<file path="config.mk">
export PLATFORM = sky130hd
export DESIGN_NAME = aes_inv_mixcolumns_seq
export DESIGN_NICKNAME = d
export VERILOG_FILES = /design/src/rtl/aes_pkg.sv /design/src/rtl/aes_inv_mix_column.sv /design/src/rtl/aes_inv_mixcolumns_seq.sv
export SDC_FILE = /design/constraint.sdc
export NUM_CORES = 1
export LEC_CHECK = 0
export ABC_AREA = 0
export ABC_CLOCK_PERIOD_IN_PS = 4000
export CAP_MARGIN = 20
export CORE_MARGIN = 5
export CORE_UTILIZATION = 52
export CTS_BUF_LIST = sky130_fd_sc_hd__clkbuf_16
export CTS_CLUSTER_SIZE = 12
export DETAILED_ROUTE_END_ITERATION = 8
export GPL_TIMING_DRIVEN = 0
export MAX_ROUTING_LAYER = met4
export PLACE_DENSITY_LB_ADDON = 0.15
export SYNTH_ARGS = -nofsm -noshare
export SYNTH_HDL_FRONTEND = slang
export SYNTH_SLANG_ARGS = --single-unit
</file>
<file path="constraint.sdc">
create_clock -name clk -period 4 [get_ports clk]
set_input_delay 0.4 -clock clk [delete_from_list [all_inputs] [get_ports clk]]
set_output_delay 0.4 -clock clk [all_outputs]
set_load 0.01 [all_outputs]
</file>
<file path="src/rtl/aes_pkg.sv">
// Shared AES definitions for the InvMixColumns engine.
//   aes_state_t : 4x4 byte state, indexed [row][col]; column c is s[0..3][c].
//   AES_POLY    : low byte of the GF(2^8) reduction polynomial 0x11b.
//   ST_*        : FSM encodings of the iterative engine.
//   xtime, gf_mul9/11/13/14 : constant multiplies built from repeated xtime.
package aes_pkg;

    typedef logic [3:0][3:0][7:0] aes_state_t;

    localparam logic [7:0] AES_POLY = 8'h1b;

    localparam logic [1:0] ST_IDLE = 2'd0;
    localparam logic [1:0] ST_BUSY = 2'd1;
    localparam logic [1:0] ST_DONE = 2'd2;

    // Multiply by x, reducing by 0x11b when bit 7 falls off the top.
    function automatic logic [7:0] xtime(input logic [7:0] x);
        return {x[6:0], 1'b0} ^ (x[7] ? AES_POLY : 8'h00);
    endfunction

    function automatic logic [7:0] gf_mul9(input logic [7:0] x);
        logic [7:0] x2, x4, x8;
        x2 = xtime(x);
        x4 = xtime(x2);
        x8 = xtime(x4);
        return x8 ^ x;
    endfunction

    function automatic logic [7:0] gf_mul11(input logic [7:0] x);
        logic [7:0] x2, x4, x8;
        x2 = xtime(x);
        x4 = xtime(x2);
        x8 = xtime(x4);
        return x8 ^ x2 ^ x;
    endfunction

    function automatic logic [7:0] gf_mul13(input logic [7:0] x);
        logic [7:0] x2, x4, x8;
        x2 = xtime(x);
        x4 = xtime(x2);
        x8 = xtime(x4);
        return x8 ^ x4 ^ x;
    endfunction

    function automatic logic [7:0] gf_mul14(input logic [7:0] x);
        logic [7:0] x2, x4, x8;
        x2 = xtime(x);
        x4 = xtime(x2);
        x8 = xtime(x4);
        return x8 ^ x4 ^ x2;
    endfunction

endpackage

</file>
<file path="src/rtl/aes_inv_mix_column.sv">
// Combinational InvMixColumns of a single column.
//   col_in  : a0..a3, element r is row r of the column.
//   col_out : r0..r3, the column multiplied by the inverse MixColumns matrix.
module aes_inv_mix_column
    import aes_pkg::*;
(
    input  logic [3:0][7:0] col_in,
    output logic [3:0][7:0] col_out
);

    assign col_out[0] = gf_mul14(col_in[0]) ^ gf_mul11(col_in[1]) ^
                        gf_mul13(col_in[2]) ^ gf_mul9(col_in[3]);
    assign col_out[1] = gf_mul9(col_in[0])  ^ gf_mul14(col_in[1]) ^
                        gf_mul11(col_in[2]) ^ gf_mul13(col_in[3]);
    assign col_out[2] = gf_mul13(col_in[0]) ^ gf_mul9(col_in[1])  ^
                        gf_mul14(col_in[2]) ^ gf_mul11(col_in[3]);
    assign col_out[3] = gf_mul11(col_in[0]) ^ gf_mul13(col_in[1]) ^
                        gf_mul9(col_in[2])  ^ gf_mul14(col_in[3]);

endmodule

</file>
<file path="src/rtl/aes_inv_mixcolumns_seq.sv">
// Iterative AES InvMixColumns engine, COLS_PER_CYCLE columns per clock.
//   clk, rst_n           : rising-edge clock, synchronous active-low reset.
//   in_valid/in_ready    : input handshake carrying state_in ([row][col]).
//   out_valid/out_ready  : output handshake carrying state_out.
//   dbg_state            : current FSM state (ST_IDLE/ST_BUSY/ST_DONE).
//
// Handshakes: a transfer happens on a rising edge where valid and ready are
// both 1. A producer keeps valid and its data stable until that edge; ready
// may depend combinationally on the consumer's ready (in_ready follows
// out_ready in DONE so a new block is taken in the same cycle the result
// leaves). state_in is latched on acceptance and never used again.
module aes_inv_mixcolumns_seq
    import aes_pkg::*;
#(
    parameter int COLS_PER_CYCLE = 1
) (
    input  logic                  clk,
    input  logic                  rst_n,
    input  logic                  in_valid,
    output logic                  in_ready,
    input  logic [3:0][3:0][7:0]  state_in,
    output logic                  out_valid,
    input  logic                  out_ready,
    output logic [3:0][3:0][7:0]  state_out,
    output logic [1:0]            dbg_state
);

    if (!(COLS_PER_CYCLE == 1 || COLS_PER_CYCLE == 2 || COLS_PER_CYCLE == 4)) begin : g_bad_cols
        $error("COLS_PER_CYCLE must be 1, 2 or 4");
    end

    // With 4 lanes the step truncates to 0 and the single group is group 0.
    localparam logic [1:0] STEP     = 2'(COLS_PER_CYCLE);
    localparam logic [1:0] LAST_GRP = 2'(4 - COLS_PER_CYCLE);

    logic [1:0]  state;
    logic [1:0]  col_cnt;
    aes_state_t  src_reg;
    aes_state_t  res_reg;
    logic        accept;

    logic [COLS_PER_CYCLE-1:0][1:0]      lane_idx;
    logic [COLS_PER_CYCLE-1:0][3:0][7:0] lane_out;

    // Lane g handles column col_cnt+g of the latched source state.
    for (genvar g = 0; g < COLS_PER_CYCLE; g++) begin : g_lane
        logic [1:0]      idx;
        logic [3:0][7:0] cin;
        logic [3:0][7:0] cout;

        assign idx = col_cnt + 2'(g);

        always_comb begin
            cin = '0;
            for (int r = 0; r < 4; r++) begin
                cin[r] = src_reg[r][idx];
            end
        end

        aes_inv_mix_column u_col (
            .col_in  (cin),
            .col_out (cout)
        );

        assign lane_idx[g] = idx;
        assign lane_out[g] = cout;
    end

    assign in_ready  = (state == ST_IDLE) | ((state == ST_DONE) & out_ready);
    assign out_valid = (state == ST_DONE);
    assign state_out = res_reg;
    assign dbg_state = state;
    assign accept    = in_valid & in_ready;

    always_ff @(posedge clk) begin
        if (!rst_n) begin
            state   <= ST_IDLE;
            col_cnt <= 2'd0;
            src_reg <= '0;
            res_reg <= '0;
        end else begin
            case (state)
                ST_IDLE: begin
                    if (accept) begin
                        src_reg <= state_in;
                        col_cnt <= 2'd0;
                        state   <= ST_BUSY;
                    end
                end
                ST_BUSY: begin
                    for (int g = 0; g < COLS_PER_CYCLE; g++) begin
                        for (int r = 0; r < 4; r++) begin
                            res_reg[r][lane_idx[g]] <= lane_out[g][r];
                        end
                    end
                    col_cnt <= col_cnt + STEP;
                    if (col_cnt == LAST_GRP) begin
                        state <= ST_DONE;
                    end
                end
                ST_DONE: begin
                    // Re-accepting here skips the IDLE bubble in a stream.
                    if (accept) begin
                        src_reg <= state_in;
                        col_cnt <= 2'd0;
                        state   <= ST_BUSY;
                    end else if (out_ready) begin
                        state <= ST_IDLE;
                    end
                end
                default: begin
                    state <= ST_IDLE;
                end
            endcase
        end
    end

endmodule

</file>
# Word-level counts from Yosys, hierarchy flattened
# Cells that the tools add are included.
dict set report totals {
  regBits 260
  input_bits 132
  wordCells 135
}
dict set report classes {
  n_addsub 1
  n_lt_le_gt_ge 2
  eq_ne 7
  muxes 33
  n_bitwise 51
  reduce_logical 7
}
# op n
set op_table {}
lappend op_table {{XOR 8 bit} 46}
lappend op_table {{bitwise mux 32 bit} 4}
lappend op_table {{binary-select mux 8 bit (select 2 bit)} 4}
lappend op_table {{2-to-1 mux 5 bit} 12}
lappend op_table {{2-to-1 mux 8 bit} 5}
lappend op_table {{demux 8 bit (select 2 bit)} 1}
lappend op_table {{XOR 8 x 5 -> 8 bit} 2}
lappend op_table {{2-to-1 mux 2 bit} 5}
lappend op_table {{case mux 2 bit (3 select lines)} 1}
lappend op_table {{== test 2 bit (second input constant)} 2}
lappend op_table {{inequality test 2 bit (second input constant)} 2}
lappend op_table {{case mux 2 bit (2 select lines)} 1}
lappend op_table {{AND reduction 2 bit} 2}
lappend op_table {{less-than comparator 2 x 3 -> 1 bit (second input constant)} 1}
lappend op_table {{inequality test 3 x 1 -> 1 bit (second input constant)} 1}
lappend op_table {{AND reduction 3 bit} 1}
lappend op_table {{adder 2 x 1 -> 2 bit (second input constant)} 1}
lappend op_table {{bitwise AND 1 bit} 2}
lappend op_table {{== test 2 x 1 -> 1 bit (second input constant)} 1}
lappend op_table {{greater-or-equal comparator 2 x 1 -> 1 bit (second input constant)} 1}
lappend op_table {{logical NOT 2 bit} 1}
lappend op_table {{inequality test 2 x 1 -> 1 bit (second input constant)} 1}
lappend op_table {{nonzero test 2 bit} 1}
lappend op_table {{OR reduction 2 bit} 1}
lappend op_table {{2 further kinds} 2}

# Depth between registers and ports, before layout
dict set report depth {
  ltp_word 14
  depth_mapped 10
}

# Cells and area by module
# A second synthesis with hierarchy kept.
dict set report unflattened {
  hier_cells 1299
  hier_area_um2 12480.7
}
# module instances cells_per_inst area_each_um2
set by_module_without_submodules {}
lappend by_module_without_submodules {aes_inv_mixcolumns_seq 1 1086 10231.1}
lappend by_module_without_submodules {aes_inv_mix_column 1 213 2249.7}

# Least setup slack after synthesis
# OpenSTA, ideal clock, no wires.
dict set report synth_path {
  path_type {reg2reg}
  start {reg col_cnt[0]}
  end {reg res_reg, in the netlist state_out[3]}
  setup_time_ns 0.116
  t_arrival_ns 2.785
  slack_ns 1.099
  path_stages_with_launch 11
  path_buffers 3
  cell_sequence {dfxtp_1 -> buf_6 -> buf_12 -> mux4_2 -> buf_6 -> xor2_2 -> xnor3_2 -> xnor2_2 -> xnor3_1 -> nand2_1 -> a21boi_1}
}
dict set report synth_between {
  elab_chain_cells 12
}
# item line_no
set synth_rtl {}
lappend synth_rtl {{start, declared} aes_inv_mixcolumns_seq.sv:37} ;# logic [1:0] col_cnt;
lappend synth_rtl {{start signal, assigned} aes_inv_mixcolumns_seq.sv:96} ;# col_cnt <= col_cnt + STEP;
lappend synth_rtl {{binary-select mux 8 bit (select 2 bit)} aes_inv_mixcolumns_seq.sv:56} ;# cin[r] = src_reg[r][idx];
lappend synth_rtl {{2-to-1 mux 8 bit (implied by the code)} aes_inv_mixcolumns_seq.sv:56}
lappend synth_rtl {{2-to-1 mux 5 bit or XOR 8 bit (tied branches)} aes_pkg.sv:18} ;# return {x[6:0], 1'b0} ^ (x[7] ? AES_POLY : 8'h00);
lappend synth_rtl {{XOR 8 bit} aes_pkg.sv:18}
lappend synth_rtl {{XOR 8 bit or 2-to-1 mux 5 bit (tied branches)} aes_pkg.sv:18}
lappend synth_rtl {{XOR 8 x 5 -> 8 bit} aes_pkg.sv:18}
lappend synth_rtl {{XOR 8 bit, on equally long branches (2 in series)} {aes_pkg.sv:50, aes_pkg.sv:34}}
lappend synth_rtl {{XOR 8 bit (2 in series)} aes_inv_mix_column.sv:11} ;# assign col_out[0] = gf_mul14(col_in[0]) ^ gf_mul11(col_in[1]) ^
lappend synth_rtl {{XOR 8 bit} aes_inv_mix_column.sv:12} ;# gf_mul13(col_in[2]) ^ gf_mul9(col_in[3]);
lappend synth_rtl {{bitwise mux 32 bit (*)} aes_inv_mixcolumns_seq.sv:93} ;# res_reg[r][lane_idx[g]] <= lane_out[g][r];
lappend synth_rtl {{end signal, assigned by index} aes_inv_mixcolumns_seq.sv:93}
lappend synth_rtl {{end, declared} aes_inv_mixcolumns_seq.sv:39} ;# aes_state_t res_reg;
# Every way passes the cells marked *; elsewhere a longest branch is shown, timed or not. The select of a mux whose other input is x is not followed.
# A chain may end at the register's enable or synchronous reset.

# Worst setup path after layout
dict set report layout_path {
  start {reg col_cnt[1]}
  end {reg res_reg, in the netlist state_out[101]}
}
dict set report layout_between {
  elab_chain_cells 12
}
# item line_no
set layout_rtl {}
lappend layout_rtl {{binary-select mux 8 bit (select 2 bit)} aes_inv_mixcolumns_seq.sv:56}
lappend layout_rtl {{2-to-1 mux 8 bit (implied by the code)} aes_inv_mixcolumns_seq.sv:56}
lappend layout_rtl {{2-to-1 mux 5 bit or XOR 8 bit (tied branches)} aes_pkg.sv:18}
lappend layout_rtl {{XOR 8 bit or 2-to-1 mux 5 bit (tied branches)} aes_pkg.sv:18}
lappend layout_rtl {{XOR 8 bit} aes_pkg.sv:18}
lappend layout_rtl {{XOR 8 x 5 -> 8 bit} aes_pkg.sv:18}
lappend layout_rtl {{XOR 8 bit, on equally long branches (2 in series)} {aes_pkg.sv:34, aes_pkg.sv:42}}
lappend layout_rtl {{XOR 8 bit (2 in series)} aes_inv_mix_column.sv:17} ;# assign col_out[3] = gf_mul11(col_in[0]) ^ gf_mul13(col_in[1]) ^
lappend layout_rtl {{XOR 8 bit} aes_inv_mix_column.sv:18} ;# gf_mul9(col_in[2]) ^ gf_mul14(col_in[3]);
lappend layout_rtl {{bitwise mux 32 bit (*)} aes_inv_mixcolumns_seq.sv:93}
# Marks and branches as above.

==> metrics.cfg <==
[run_status]
status = completed

[global_route]
grt_overflow_total = 0
grt_max_degree = 14
grtUsageMet1_pct = 33.5
grtUsageTotal_pct = 27.0
grt_most_used_layer = met2
grt_pass1_wl_um = 58700
grt_antenna_before_repair = 0
grt_util_met2_pct = 45.9
grt_pass1_vias = 10800
met3_usage_pct = 3.65

[floorplanning]
rows = 57
die_h_um = 167
die_area_um2 = 27900
core_area_um2 = 24200
die_x_um = 167
io_pins = 264
start_util_pct = 52.8

[logic_synthesis]
synth_area_per_cell_um2 = 9.30
syn_area_um2 = 12800
syn_inst = 1377
synth_edf_count = 0
synth.largest_area_cell = dfxtp_1
synth_cell_type_count = 31
netlist_top_cells_area = dfxtp_1 (41%), nand2_1 (15%), a21boi_0 (10%), xnor2_1 (6.3%), mux4_2 (5.6%)
yosys_warnings = 0
yosysMostFrequentCell = nand2_1
synth_common_cells = nand2_1 (518), dfxtp_1 (260), a21boi_0 (177)
ys.flop_type = dfxtp_1
ys_seq_area_share_pct = 40.7
yosysTopAreaCellShare_pct = 40.7
ys_async_sr_fraction_pct = 0
synth-seq-cells = 260
syn_nets = 1513

[timing]
worst_slew_pin_slew_ns = 0.923
maxSlewViolCount = 0
max_clock_freq_ghz = 0.272
min_period_ns = 3.68
hold_viol_final = 0
clock_skew_ns = 0.0167
relSlewSlack_pct = 38.4
rsz0062_at_grt = no
tns_ns = 0
fin_crit_sh_pct = 91.9
finalSetupViolCount = 0

[power_and_ir_drop]
p_total_mw = 8.67
power_density_nw_per_um2 = 521
total_leakage_power_nw = 6.11
ir_worst_vdd_mv = 0.385

[layout]
areaGrowthSynthToFinish_pct = 30.0
utilization_pct = 68.6
final_nets = 1804
finish.instance_area_um2 = 16600
diodes = 0
stdcell_count = 2005
multi_input_comb_area_um2 = 7110
nFillCells = 1978
drive_above_1_share_pct = 7.26
final-seq-area_um2 = 5200

[worst_setup_path]
required_ns = 4.47
crit_fanout = 10
end_kind = flop
reg2reg_slack_ns = 0.32
crit_path_frequent_cell = buf_2
path_cells = buf_2, buf_4, buf_2, mux4_2, xnor2_1, xnor3_1, xnor3_2, xnor2_2, nand2_1, a21boi_1
critPathSlowestCell = xnor3_2
criticalPathCategory = flop to flop
path_buf_inv = 3
critPathTopFamily = XOR/XNOR gates
critPathLaunchType = flop
crit_path_max_incr_delay_ns = 0.50
critical_path_arrival_ns = 4.14

[flow_run]
cap_violations = 0

[placed_design]
gp_congestion = 0.973
io_buffers = 262
placedCellCount = 1963
placed_cell_area_um2 = 15800
hpwl_um = 29200

[detailed_routing]
drcViolationCount = 0
routed_wl_um = 37400
wl_per_cell_um = 18.7
first_iter_violations = 761
drtPass1Iterations = 5
via_count = 10500
drtAntennaViolNets = 0
vias_per_cell = 5.25

[clock_tree]
cts_resized = 0
insertion_delay_ns = 0.54
path_clk_slew_ns = 0.06
cts_setup_buffers = 0
clockBufferDepth = 3
cts_tree = done
h-tree-depth = 1
cts.sinks = 260
cts_root_buf = clkbuf_16
cts_made_buffers = 27
hold_buffers = 0

[min_path]
worstHoldPathType = primary input to flop

cell type report:
| class | instances | share of cell area (%) |
|---|---|---|
| Multi-Input combinational cell | 1011 | 42.7 |
| Sequential cell | 260 | 31.3 |
| Timing Repair Buffer | 262 | 15.8 |
| Clock buffer | 27 | 4.06 |
| Buffer | 103 | 2.86 |
| Tap cell | 324 | 2.44 |
| Clock inverter | 15 | 0.849 |
| Inverter | 3 | 0.0676 |
power by group:
group / switching [mW] / internal [mW] / total, mW
logic: 1.88 / 1.50 / 3.37
registers: 0.114 / 2.79 / 2.90
clock network: 0.990 / 1.40 / 2.39
final timing paths:
path / startpoint / endpoint / cells past startpoint
max: col_cnt[1]$_SDFFE_PN0P_ / state_out[101]$_SDFFE_PN0P_ / 10
min: state_in[39] / src_reg[39]$_SDFFE_PN0P_ / 3
max reg2reg: col_cnt[1]$_SDFFE_PN0P_ / state_out[101]$_SDFFE_PN0P_ / 10
min reg2reg: state_out[84]$_SDFFE_PN0P_ / state_out[84]$_SDFFE_PN0P_ / 2
tightest hold or removal path, delay by kind of cell:
family / cells / cell delay, ns
buffers and inverters: 1 / 0.39
AND/OR/NAND/NOR: 1 / 0.05
AO/OA/AOI/OAI: 1 / 0.06
routing by layer:
layer	routed length (um)	share of wire, %	vias up
li1	-	-	5060
met1	15700	42	5014
met2	18100	48	369
met3	2340	6.2	77
met4	1330	3.5	0
met5	0	0	-
cell families after synthesis:
family	after synthesis	synth area share [%]
fa+ha+maj	4	0.391
simple gates	531	15.8
xor+xnor	183	18.3
flops	260	40.7
compound gates	261	15.4
buf+inv	106	3.80
mux	32	5.63
placed cells by master, fill, tap and decap left out, types with 5 or more instances in the layout:
cell type	instances
clkbuf_16	27
clkbuf_1	74
mux4_2	32
xnor2_1	92
buf_4	7
xnor3_2	5
nand2_1	518
buf_2	13
xnor2_2	13
xnor3_1	26
a21boi_1	76
xor2_1	30
clkdlybuf4s50_1	262
inv_1	10
dfxtp_1	260
and2_1	7
a21boi_0	177
xor3_1	6
xor2_2	7
per-stage QoR:
| stage | setup slack (ns) | hold WS (ns) |
|---|---|---|
| after floorplan | 1.10 | 0.440 |
| after global placement | 0.454 | 0.442 |
| after detailed placement | 0.404 | 0.445 |
| after CTS | 0.348 | 0.403 |
| after global routing | 0.188 | 0.434 |
| final | 0.325 | 0.412 |
Note: power is estimated with default switching activity, not from simulation.
